<file path="config.mk">
export PLATFORM = sky130hd
export DESIGN_NAME = frame_pixel_reader_flat
export DESIGN_NICKNAME = d
export VERILOG_FILES = /design/src/rtl/frame_pixel_reader_if.sv /design/src/rtl/frame_pixel_reader.sv /design/src/flat_wrapper.sv
export SDC_FILE = /design/constraint.sdc
export NUM_CORES = 1
export LEC_CHECK = 0
export CAP_MARGIN = 20
export CORE_ASPECT_RATIO = 0.7
export CORE_UTILIZATION = 54
export DETAILED_ROUTE_END_ITERATION = 8
export PLACE_DENSITY = 0.78
export SLEW_MARGIN = 15
export SYNTH_ARGS = -nofsm -noshare
export SYNTH_HDL_FRONTEND = slang
export SYNTH_SLANG_ARGS = --single-unit
</file>
<file path="constraint.sdc">
create_clock -name clk -period 2.7 [get_ports clk]
set_input_delay 0.405 -clock clk [delete_from_list [all_inputs] [get_ports clk]]
set_output_delay 0.405 -clock clk [all_outputs]
set_load 0.02 [all_outputs]
</file>
<file path="src/rtl/frame_pixel_reader_if.sv">
//------------------------------------------------------------------------------
// Module   : frame_pixel_reader_if
// Brief    : RAM read port and pixel stream bundle used by frame_pixel_reader.
// Revision : 1.0 - initial release
//------------------------------------------------------------------------------
`default_nettype none

interface frame_pixel_reader_if #(
    parameter int DATA_W = 8,
    parameter int ADDR_W = 21
);
    logic              mem_rd_en;
    logic [ADDR_W-1:0] mem_rd_addr;
    logic [DATA_W-1:0] mem_rd_data;
    logic              m_valid;
    logic              m_ready;
    logic [DATA_W-1:0] m_data;
    logic              m_sof;
    logic              m_eol;
    logic              m_eof;

    modport master (
        output mem_rd_en, mem_rd_addr,
        input  mem_rd_data,
        output m_valid, m_data, m_sof, m_eol, m_eof,
        input  m_ready
    );

    modport slave (
        input  mem_rd_en, mem_rd_addr,
        output mem_rd_data,
        input  m_valid, m_data, m_sof, m_eol, m_eof,
        output m_ready
    );
endinterface

`default_nettype wire

</file>
<file path="src/rtl/frame_pixel_reader.sv">
//------------------------------------------------------------------------------
// Module   : frame_pixel_reader
// Brief    : Raster-order frame reader over a 1-cycle RAM port, emitting a
//            valid/ready pixel stream with sof/eol/eof markers.
// Revision : 1.0 - initial release
//------------------------------------------------------------------------------
`default_nettype none

module frame_pixel_reader #(
    parameter int WIDTH     = 1600,
    parameter int HEIGHT    = 900,
    parameter int DATA_W    = 8,
    parameter int ADDR_W    = 21,
    parameter int BASE_ADDR = 0
) (
    input  wire logic                  clk,
    input  wire logic                  rst_n,
    input  wire logic                  start,
    output logic                       busy,
    output logic                       done,
    frame_pixel_reader_if.master       bus
);

    localparam int XW = (WIDTH  > 1) ? $clog2(WIDTH)  : 1;
    localparam int YW = (HEIGHT > 1) ? $clog2(HEIGHT) : 1;
    localparam logic [XW-1:0]     X_LAST = XW'(WIDTH - 1);
    localparam logic [YW-1:0]     Y_LAST = YW'(HEIGHT - 1);
    localparam logic [ADDR_W-1:0] BASE   = ADDR_W'(BASE_ADDR);

    typedef enum logic [1:0] {
        S_IDLE  = 2'd0,
        S_RUN   = 2'd1,
        S_DRAIN = 2'd2,
        S_DONE  = 2'd3
    } state_t;

    typedef struct packed {
        logic [DATA_W-1:0] data;
        logic              sof;
        logic              eol;
        logic              eof;
    } beat_t;

    state_t            state_q;
    logic [XW-1:0]     x_q;
    logic [YW-1:0]     y_q;
    logic [ADDR_W-1:0] addr_q;
    logic              inflight_q;
    logic              sof_q;
    logic              eol_q;
    logic              eof_q;
    beat_t             fifo_q [4];
    logic [1:0]        wr_ptr_q;
    logic [1:0]        rd_ptr_q;
    logic [2:0]        occ_q;

    logic              issue;
    logic              push;
    logic              pop;
    logic              last_pix;
    logic [2:0]        occ_d;
    beat_t             head;
    beat_t             push_beat;

    // Queued beats plus the read still in flight never exceed 3, so a new
    // read always finds a free FIFO slot even if the consumer stalls forever.
    always_comb begin
        issue     = (state_q == S_RUN) && ((occ_q + {2'b00, inflight_q}) <= 3'd2);
        last_pix  = (x_q == X_LAST) && (y_q == Y_LAST);
        push      = inflight_q;
        pop       = (occ_q != 3'd0) && bus.m_ready;
        head      = fifo_q[rd_ptr_q];
        push_beat = '{data: bus.mem_rd_data, sof: sof_q, eol: eol_q, eof: eof_q};
        occ_d     = occ_q;
        if (push && !pop) begin
            occ_d = occ_q + 3'd1;
        end else if (pop && !push) begin
            occ_d = occ_q - 3'd1;
        end
    end

    assign bus.mem_rd_en   = issue;
    assign bus.mem_rd_addr = addr_q;
    assign bus.m_valid     = (occ_q != 3'd0);
    assign bus.m_data      = bus.m_valid ? head.data : '0;
    assign bus.m_sof       = bus.m_valid & head.sof;
    assign bus.m_eol       = bus.m_valid & head.eol;
    assign bus.m_eof       = bus.m_valid & head.eof;
    assign busy            = (state_q != S_IDLE);
    assign done            = (state_q == S_DONE);

    always_ff @(posedge clk or negedge rst_n) begin
        if (!rst_n) begin
            state_q    <= S_IDLE;
            x_q        <= '0;
            y_q        <= '0;
            addr_q     <= '0;
            inflight_q <= 1'b0;
            sof_q      <= 1'b0;
            eol_q      <= 1'b0;
            eof_q      <= 1'b0;
            wr_ptr_q   <= 2'd0;
            rd_ptr_q   <= 2'd0;
            occ_q      <= 3'd0;
            for (int i = 0; i < 4; i++) begin
                fifo_q[i] <= '0;
            end
        end else begin
            inflight_q <= issue;
            occ_q      <= occ_d;

            // Markers travel with the read so they land in the FIFO beside its data.
            if (issue) begin
                sof_q  <= (x_q == '0) && (y_q == '0);
                eol_q  <= (x_q == X_LAST);
                eof_q  <= last_pix;
                addr_q <= addr_q + ADDR_W'(1);
                if (x_q == X_LAST) begin
                    x_q <= '0;
                    y_q <= y_q + YW'(1);
                end else begin
                    x_q <= x_q + XW'(1);
                end
            end

            if (push) begin
                fifo_q[wr_ptr_q] <= push_beat;
                wr_ptr_q         <= wr_ptr_q + 2'd1;
            end
            if (pop) begin
                rd_ptr_q <= rd_ptr_q + 2'd1;
            end

            case (state_q)
                S_IDLE: begin
                    if (start) begin
                        state_q <= S_RUN;
                        x_q     <= '0;
                        y_q     <= '0;
                        addr_q  <= BASE;
                    end
                end
                S_RUN: begin
                    if (issue && last_pix) begin
                        state_q <= S_DRAIN;
                    end
                end
                S_DRAIN: begin
                    if (pop && head.eof) begin
                        state_q <= S_DONE;
                    end
                end
                S_DONE: begin
                    state_q <= S_IDLE;
                end
                default: begin
                    state_q <= S_IDLE;
                end
            endcase
        end
    end

endmodule

`default_nettype wire

</file>
<file path="src/flat_wrapper.sv">
// flat-port wrapper written by rule: the top's interface ports become plain ports
module frame_pixel_reader_flat 
#(
    parameter int WIDTH     = 1600,
    parameter int HEIGHT    = 900,
    parameter int DATA_W    = 8,
    parameter int ADDR_W    = 21,
    parameter int BASE_ADDR = 0
)
  (clk, rst_n, start, busy, done, bus_mem_rd_en, bus_mem_rd_addr, bus_mem_rd_data, bus_m_valid, bus_m_data, bus_m_sof, bus_m_eol, bus_m_eof, bus_m_ready);
  frame_pixel_reader_if #(.DATA_W(DATA_W), .ADDR_W(ADDR_W)) bus_i ();
  input  wire logic clk;
  input  wire logic rst_n;
  input  wire logic start;
  output logic busy;
  output logic done;
  output wire logic [$bits(bus_i.mem_rd_en)-1:0] bus_mem_rd_en;
  output wire logic [$bits(bus_i.mem_rd_addr)-1:0] bus_mem_rd_addr;
  input wire logic [$bits(bus_i.mem_rd_data)-1:0] bus_mem_rd_data;
  output wire logic [$bits(bus_i.m_valid)-1:0] bus_m_valid;
  output wire logic [$bits(bus_i.m_data)-1:0] bus_m_data;
  output wire logic [$bits(bus_i.m_sof)-1:0] bus_m_sof;
  output wire logic [$bits(bus_i.m_eol)-1:0] bus_m_eol;
  output wire logic [$bits(bus_i.m_eof)-1:0] bus_m_eof;
  input wire logic [$bits(bus_i.m_ready)-1:0] bus_m_ready;
  assign bus_mem_rd_en = bus_i.mem_rd_en;
  assign bus_mem_rd_addr = bus_i.mem_rd_addr;
  assign bus_i.mem_rd_data = bus_mem_rd_data;
  assign bus_m_valid = bus_i.m_valid;
  assign bus_m_data = bus_i.m_data;
  assign bus_m_sof = bus_i.m_sof;
  assign bus_m_eol = bus_i.m_eol;
  assign bus_m_eof = bus_i.m_eof;
  assign bus_i.m_ready = bus_m_ready;
  frame_pixel_reader #(.WIDTH(WIDTH), .HEIGHT(HEIGHT), .DATA_W(DATA_W), .ADDR_W(ADDR_W), .BASE_ADDR(BASE_ADDR)) u_core (.clk(clk), .rst_n(rst_n), .start(start), .busy(busy), .done(done), .bus(bus_i));
endmodule
</file>
==> flow_summary.ini, run 1 <==
[timing]
hold_viol = 0
holdWs_ns = 0.0513
max_freq_mhz = 384
layout_worst_path_cycle_share = 0.965
drv_slew = 0
relSlewSlack = 0.588
setup_tns_ns = 0
min_period_ns = 2.61
skew_ns = 0.00786
setup_viol = 0
rsz0062_at_grt = false
worst_pin_slew_ns = 0.616

[cts]
numCtsBuffers = 9
cts.sinks = 99
h-tree-depth = 3
clk_pin_slew_worst_paths_ns = 0.07
cts_tree = done
cts_root_buf = clkbuf_16
cts_buffer_depth = 2
worst_skew_pair.late_latency_ns = 0.35

[drt]
drt-initial-drc-count = 206
vias = 3317
routed_wl_um = 10200
wl_per_cell_um = 17.1
drc = 0
dr.pass1.iters = 4
drt-vias-per-instance = 5.57
ant_nets = 0

[finish]
diodes = 0
final_cell_mix = dfrtp_1, nor2_1, mux2_2, clkdlybuf4s50_1, nand2_1
drive_gt1_frac = 0.200
fill_cells = 635
mostFrequentLayoutCell = dfrtp_1
utilization = 0.680
final_nets = 500
area_growth_pct = 20.1

[yosys]
ys_seq_area_frac = 0.508
synth-main-ff-cell = dfrtp_1
synthCells = 419
async_reset_ff_frac = 1.00
synthesis.nets = 449
syn_area_per_cell_um2 = 11.6
synthesis.area_um2 = 4880
synth-seq-cells = 99
yosys_warnings = 0
synth_edf_count = 0
synthDistinctLibCells = 39

[floorplan]
dieArea_um2 = 9420
core_region_area_um2 = 8620
fp.dieH_um = 81.5
start_util = 0.566
core.rowCount = 28
ios = 48
die_w_um = 116

[setup_path]
slowest_stage = clkdlybuf4s50_1
critPathLaunchType = flip-flop
path_class = reg2out
rrSetupSlack_ns = 0.16
crit_arrival_ns = 2.20
worst_r2r_path_depth = 8
required_ns = 2.30
cpPeakStageDelay_ns = 0.53
end_kind = primary output
rr_startpoint = u_core.occ_q[0]
worstPathCellList = buf_12 > mux4_2 > and2_1 > clkdlybuf4s50_1
worstPathMaxFanout = 10
r2r_end = u_core.state_q[1]

[job]
drv_cap = 0

[grt]
grt_overflow = 0
grt_pass1_wl_um = 16800
grt_max_degree = 47
track_usage = 0.239
antenna_found_initial = 0
grt_pass1_vias = 3366

[power]
powerDensity_nw_per_um2 = 1090
p_leak_nw = 2.46
power.total_mw = 6.37
vdd_ir_drop_max_v = 0.000463

[placement]
hpwl_um = 6780
portBuffers = 47
place_congestion = 0.842

[worst_hold_path]
hold_class = in2async

[status]
run_status = finished clean
## where the power goes
part | internal (mW) | switching [mW] | total [mW]
sequential | 1.94 | 0.396 | 2.34
clock | 0.820 | 0.575 | 1.39
combinational | 1.38 | 1.26 | 2.63
total | 4.14 | 2.23 | 6.37
## kinds of logic (layout without fill, tap and decap cells)
logic type	Yosys count	after routing	synth area share
buffers and inverters	32	88	0.0254
flip-flops	99	99	0.508
AND/OR/NAND/NOR	157	157	0.167
AO/OA/AOI/OAI	12	12	0.0159
XOR/XNOR	43	43	0.0772
multiplexers	58	58	0.159
adder cells (fa/ha/maj)	18	18	0.0477
## Yosys cell counts, drive strengths merged, types with 2 or more instances
| cell type | count | share of area |
|---|---|---|
| nand4 | 9 | 0.012 |
| nand2 | 28 | 0.022 |
| nor2 | 47 | 0.036 |
| nand3 | 16 | 0.017 |
| ha | 17 | 0.044 |
| o21ai | 4 | 0.0041 |
| inv | 13 | 0.010 |
| or4 | 2 | 0.0031 |
| xor2 | 19 | 0.034 |
| clkbuf | 13 | 0.010 |
| and3 | 11 | 0.014 |
| nor4 | 12 | 0.020 |
| and4 | 2 | 0.0036 |
| and2 | 13 | 0.017 |
| a21oi | 5 | 0.0051 |
| dfrtp | 99 | 0.51 |
| mux4 | 11 | 0.051 |
| mux2 | 46 | 0.11 |
| buf | 6 | 0.0054 |
| or3 | 4 | 0.0062 |
| xnor2 | 24 | 0.043 |
| nor4b | 2 | 0.0036 |
| nor3 | 7 | 0.0072 |
## critical path: cells and delay by family, from the launching register on
| kind | cells | cell delay (ns) |
|---|---|---|
| buffers and inverters | 2 | 0.70 |
| and+or+nand+nor | 1 | 0.18 |
| muxes | 1 | 0.51 |
| DFF | 1 | 0.46 |
## state kept, by name, summed over array words and instances, names as in the netlist, 2 cells and up
name / count
u_core.bus.mem_rd_addr: 21
u_core.wr_ptr_q: 2
u_core.state_q: 2
u_core.fifo_q: 44
u_core.x_q: 11
u_core.rd_ptr_q: 2
u_core.y_q: 10
u_core.occ_q: 3
## worst max path at each step
stage	from	to	slack, ns	cells past startpoint
CTS	u_core.occ_q[0]	bus_mem_rd_en	0.007	6
floorplan	u_core.occ_q[0]	u_core.state_q[1]	0.26	8
global route	u_core.occ_q[2]	bus_m_sof	0.008	3
finish	u_core.rd_ptr_q[0]	bus_m_eof	0.09	4
detailed placement	u_core.occ_q[0]	u_core.state_q[1]	0.05	8
global placement	u_core.occ_q[0]	bus_mem_rd_en	0.17	6
## per-layer routing
layer	up-vias	track usage	wire length, um
met3	14	0.0649	353
met2	46	0.378	4970
li1	1555	-	-
met4	0	0.0688	125
met1	1702	0.327	4720
met5	-	0	0
## cell type report
| class | count | area [um^2] | share of cell area |
|---|---|---|---|
| Multi-Input combinational cell | 288 | 2280 | 0.389 |
| Tap cell | 120 | 150 | 0.0256 |
| Clock inverter | 7 | 101 | 0.0173 |
| Inverter | 13 | 51.3 | 0.00876 |
| Clock buffer | 9 | 225 | 0.0385 |
| Timing Repair Buffer | 59 | 569 | 0.0972 |
| Sequential cell | 99 | 2480 | 0.423 |
## what timing repair did
action | 4_1_cts | 5_1_grt
endpoints found under the setup margin | 6 | 2
buffers inserted | 0 | 1
hold buffers | 0 | 0
gates resized for setup | 2 | 3
pin swaps | 0 | 1
## through the flow
stage                     cell area [um^2]  instances  worst slack [ns]
final                                 5860        595            0.0949
after global routing                  5860        595           0.00827
after CTS                             5840        594           0.00730
after detailed placement              5520        578            0.0494
after global placement                5520        578             0.167
after floorplan                       4880        419             0.258
(Power assumes the default switching activity.)
==> inputs of run 2 (changes only) <==
Settings changed: SLEW_MARGIN 15 to default.
==> results of run 2 <==
The final DEF is identical to that of run 1; final timing and power are the same.
==> RTL change 1 (config.mk and constraints of run 1) <==
Encoding of `state_t`: now one-hot (4 bits for 4 states).
--- a/src/rtl/frame_pixel_reader.sv
+++ b/src/rtl/frame_pixel_reader.sv
@@ -29,7 +29,7 @@
 
-    typedef enum logic [1:0] {
-        S_IDLE  = 2'd0,
-        S_RUN   = 2'd1,
-        S_DRAIN = 2'd2,
-        S_DONE  = 2'd3
+    typedef enum logic [3:0] {
+        S_IDLE  = 4'b0001,
+        S_RUN   = 4'b0010,
+        S_DRAIN = 4'b0100,
+        S_DONE  = 4'b1000
     } state_t;
Formal check against the unedited RTL: same outputs for any inputs over 10 cycles, from zero or initial values and one cycle with rst_n low; not proved beyond that.
==> RTL change 1 against run 1 <==
Design area about the same; total power down 17%; sequential cell count up 2; register-to-register slack better by 0.09 ns; non-clock buffer count down 5; count of clock-buffer cells in the layout up 2; routed wire length up 0.21%; synthesized area up 0.87%; core utilization down 0.26 points; setup slack worse by 0.061 ns.
==> RTL change 1: results (changes against run 1) <==
Global routing
* **largest net degree at the start of global routing** 53, was 47
* **number of antenna violations at the first check in global routing** 0, unchanged
* **first-pass GRT wire length** 17.18 mm, was 16.82 mm
* **number of global-route vias before repair** 3,480, was 3,366
* **overall global routing resource usage** 0.2445, was 0.2394

Route
* **DRT Pass-1 Iters** 4, unchanged
* **Routed met1 length** 4.795 mm, was 4.719 mm
* **initial detailed-routing violation count** 220, was 206
* **via density per instance** 5.654, was 5.575
* **met3 wire length** 531 um, was 353 um
* **drc violations** 0, unchanged
* **routed wire length per instance** 16.95 um, was 17.09 um
* **routed length on met2** 4.736 mm, was 4.969 mm

Finish
* **fill count** 655, was 635
* **net total in the final layout** 504, was 500
* **max FFs per register** 44, unchanged
* **fraction of layout instances using a drive strength above 1** 0.1767, was 0.2000

Yosys
* **proportion of synthesized area in mux cells** 0.1594, was 0.1590
* **top cells by area, synth** dfrtp_1, mux2_2, xnor2_1, was dfrtp_1, mux2_2, mux4_2
* **Ys Warns** 0, unchanged
* **top cells by count, synth** dfrtp_1, mux2_2, nor2_1, nand2_1, xnor2_1, was dfrtp_1, nor2_1, mux2_2, nand2_1, xnor2_1
* **Post-Synth Adder-Cell Area** 0.03458, was 0.04770
* **synthesized-area fraction occupied by xor and xnor cells** 0.07297, was 0.07720
* **portion of the post-synthesis area used by sequential elements** 0.5139, was 0.5078
* **net count of the mapped netlist** 455, was 449
* **distinct cell type count after synthesis** 38, was 39
* **post-synthesis compound-gate area fraction** 0.01932, was 0.01590

Place
* **DP Wirelength** 6.863 mm, was 6.777 mm
* **weighted congestion reported at the end of routability-driven placement** 0.8253, was 0.8418

Setup path
* **CP Max Fanout** 12, was 10
* **internal reg-to-reg setup slack** 0.25 ns, was 0.16 ns
* **FF-to-FF End** u_core.state_q[3], was u_core.state_q[1]
* **cells on worst reg2reg path** 7, was 8
* **data arrival time of the critical path** 2.26 ns, was 2.20 ns

Outcome
* **outcome** finished, final reports clean, unchanged

Timing
* **Max-Slew Margin vs Limit** 0.5325, was 0.5882
* **Worst Clk Skew** 0.006084 ns, was 0.007860 ns

Clock tree
* **clock latency of the later-clocked register in the worst-skew pair** 0.34 ns
* **H-tree depth** 3, unchanged
* **# resized after CTS** 3, was 2

Power
* **Leak Pwr** 2.496 nW, was 2.461 nW
* **Max VDD drop** 0.5452 mV, was 0.4631 mV

==> RTL change 1: final cells by class <==
class | count | area, um^2 | area share
Sequential cell | 101 | 2530 | 0.4319
Multi-Input combinational cell | 298 | 2275 | 0.3883
Clock inverter | 2 | 60.06 | 0.01025
Clock buffer | 11 | 242.7 | 0.04144
Tap cell | 120 | 150.1 | 0.02563
Inverter | 15 | 56.30 | 0.009611
Timing Repair Buffer | 54 | 544.3 | 0.09291
==> RTL change 1: worst max-delay path, cell delays in order, from the launching register on <==
cell and delay [ns]:
dfrtp_1 0.78, mux4_2 0.42, and2_1 0.19, clkdlybuf4s50_1 0.53
==> RTL change 1: where the power goes <==
group | total, W | switching [W] | internal (W)
clock | 0.00134 | 0.000518 | 0.000822
combinational | 0.00174 | 0.000777 | 0.000966
sequential | 0.00219 | 0.000301 | 0.00189
==> RTL change 1: worst max path at each step <==
stage          cells past startpoint                 to  slack, ns          startpoint
2_1_floorplan                      8  u_core.state_q[3]       0.43     u_core.occ_q[0]
3_3_place_gp                       7  u_core.state_q[3]       0.29     u_core.occ_q[0]
3_5_place_dp                       7  u_core.state_q[3]       0.20     u_core.occ_q[0]
4_1_cts                            3          bus_m_sof       0.06  u_core.rd_ptr_q[1]
5_1_grt                            3          bus_m_sof     0.0007  u_core.rd_ptr_q[1]
6_report                           3          bus_m_sof       0.03  u_core.rd_ptr_q[1]
==> RTL change 1: layer usage <==
layer / vias to the layer above / global-route usage
met3: 15 / 0.06863
li1: 1586 / -
met2: 91 / 0.3744
met1: 1706 / 0.3422
met5: - / 0
met4: 0 / 0.07179
==> RTL change 1: through the flow <==
| step | setup slack (ns) | instance area (um^2) | instances | hold slack [ns] |
|---|---|---|---|---|
| 6_report | 0.03388 | 5858 | 601 | 0.1128 |
| 5_1_grt | 0.0006928 | 5858 | 601 | 0.1562 |
| 4_1_cts | 0.05599 | 5858 | 601 | 0.1331 |
| 3_5_place_dp | 0.2021 | 5548 | 588 | 0.4764 |
| 3_3_place_gp | 0.2854 | 5548 | 588 | 0.4792 |
| 2_1_floorplan | 0.4309 | 4921 | 430 | 0.1094 |
==> RTL change 1: logic make-up (layout without fill, tap and decap cells) <==
kind of cell,count (synthesis),count (layout)
AND/OR/NAND/NOR,169,169
flip-flops,101,101
multiplexers,59,59
XOR/XNOR,41,41
buffers and inverters,31,82
AO/OA/AOI/OAI,16,16
adder cells (fa/ha/maj),13,13
==> RTL change 2 (settings of run 1) <==
Made on the original files. `DATA_W` is set to 8 in 3 places; all go to 6.
--- a/src/rtl/frame_pixel_reader_if.sv
+++ b/src/rtl/frame_pixel_reader_if.sv
@@ -8,3 +8,3 @@
 interface frame_pixel_reader_if #(
-    parameter int DATA_W = 8,
+    parameter int DATA_W = 6,
     parameter int ADDR_W = 21
--- a/src/rtl/frame_pixel_reader.sv
+++ b/src/rtl/frame_pixel_reader.sv
@@ -11,3 +11,3 @@
     parameter int HEIGHT    = 900,
-    parameter int DATA_W    = 8,
+    parameter int DATA_W    = 6,
     parameter int ADDR_W    = 21,
--- a/src/flat_wrapper.sv
+++ b/src/flat_wrapper.sv
@@ -5,3 +5,3 @@
     parameter int HEIGHT    = 900,
-    parameter int DATA_W    = 8,
+    parameter int DATA_W    = 6,
     parameter int ADDR_W    = 21,
Ports: changed (resized bus_m_data and bus_mem_rd_data); port bits go from 48 to 44. The function was not compared with the original's and may differ.
==> RTL change 2 against run 1 <==
Total power fell by 12%; routed wire length fell by 11%; the flow now finishes with violations (design-rule violations); sequential cell count fell by 8; hold slack got worse by 0.00070 ns; design area fell by 7.2%; synthesized area fell by 7.4%; setup slack better by 0.043 ns; clock power down 9%.
==> RTL change 2: results (changes against run 1) <==
Setup path
* **internal reg-to-reg setup slack** 0.14 ns, was 0.16 ns
* **CP Max Fanout** 4, was 10
* **Worst path slowest cell** or4_4, was clkdlybuf4s50_1
* **data arrival time of the critical path** 2.79 ns, was 2.20 ns
* **CP max stage delay** 0.55 ns, was 0.53 ns

Finish
* **multi-input gate area in the final layout** 2135 um^2, was 2280 um^2
* **max FFs per register** 36, was 44
* **fill count** 602, was 635
* **net total in the final layout** 477, was 500
* **post-route insts no fill** 555, was 595

Place
* **number of cells in the design after placement** 539, was 578
* **count of input and output buffers** 43, was 47
* **weighted congestion reported at the end of routability-driven placement** 0.8358, was 0.8418

Global routing
* **overall global routing resource usage** 0.2315, was 0.2394
* **met1 layer usage reported by global route** 0.3254, was 0.3268
* **met2 track demand over resource in global routing** 0.3519, was 0.3784
* **met3 Track Usage GR** 0.05946, was 0.06494
* **largest net degree at the start of global routing** 44, was 47
* **number of global-route vias before repair** 3,005, was 3,366

Timing
* **worst slew pin tran** 0.5503 ns, was 0.6162 ns

Outcome
* **outcome** complete, but fails checks, was finished, final reports clean
* **violations in the final reports** design-rule violations

Power
* **Leak Pwr** 2.394 nW, was 2.461 nW
* **Net Sw Power** 0.001936 W, was 0.002227 W
* **Max VDD drop** 0.7886 mV, was 0.4631 mV

Yosys
* **post-synthesis compound-gate area fraction** 0.02133, was 0.01590
* **Syn Inst Count** 397, was 419
* **net count of the mapped netlist** 425, was 449
* **synthesized-area fraction occupied by xor and xnor cells** 0.08310, was 0.07720

Route
* **via count** 3,136, was 3,317
* **Routed met1 length** 4.427 mm, was 4.719 mm
* **met3 wire length** 393 um, was 353 um
* **DRT Pass-1 Iters** 6, was 4
* **initial detailed-routing violation count** 187, was 206
* **drc violations** 4, was 0
* **routed length on met2** 4.128 mm, was 4.969 mm
* **total detailed-routing wirelength** 9.071 mm, was 10.17 mm

Clock tree
* **# resized after CTS** 1, was 2

[RTL change 2: cell types whose count changed in the layout (fill, tap and decap cells not counted), moves of 3 or more]
| cell | change |
|---|---|
| nor2_1 | -3 |
| nand2_1 | +3 |
| inv_1 | +3 |
| and3_1 | -6 |
| xnor2_1 | +4 |
| xor2_1 | -6 |
| dfrtp_1 | -6 |
| nand3_1 | +3 |
| mux2_2 | -8 |
| clkdlybuf4s50_1 | -4 |
[RTL change 2: layout make-up]
class	count	share of cell area
Sequential cell	91	0.4191
Multi-Input combinational cell	278	0.3928
Timing Repair Buffer	54	0.09832
Clock buffer	12	0.04720
Tap cell	101	0.02326
Inverter	15	0.01036
Clock inverter	4	0.008980
[RTL change 2: power groups by stage]
stage	registers (W)	logic [W]	clock network (W)
floorplan	0.00204	0.00150	0
global placement	0.00207	0.00223	0
detailed placement	0.00210	0.00230	0
CTS	0.00208	0.00230	0.00130
global route	0.00214	0.00247	0.00135
finish	0.00208	0.00228	0.00127
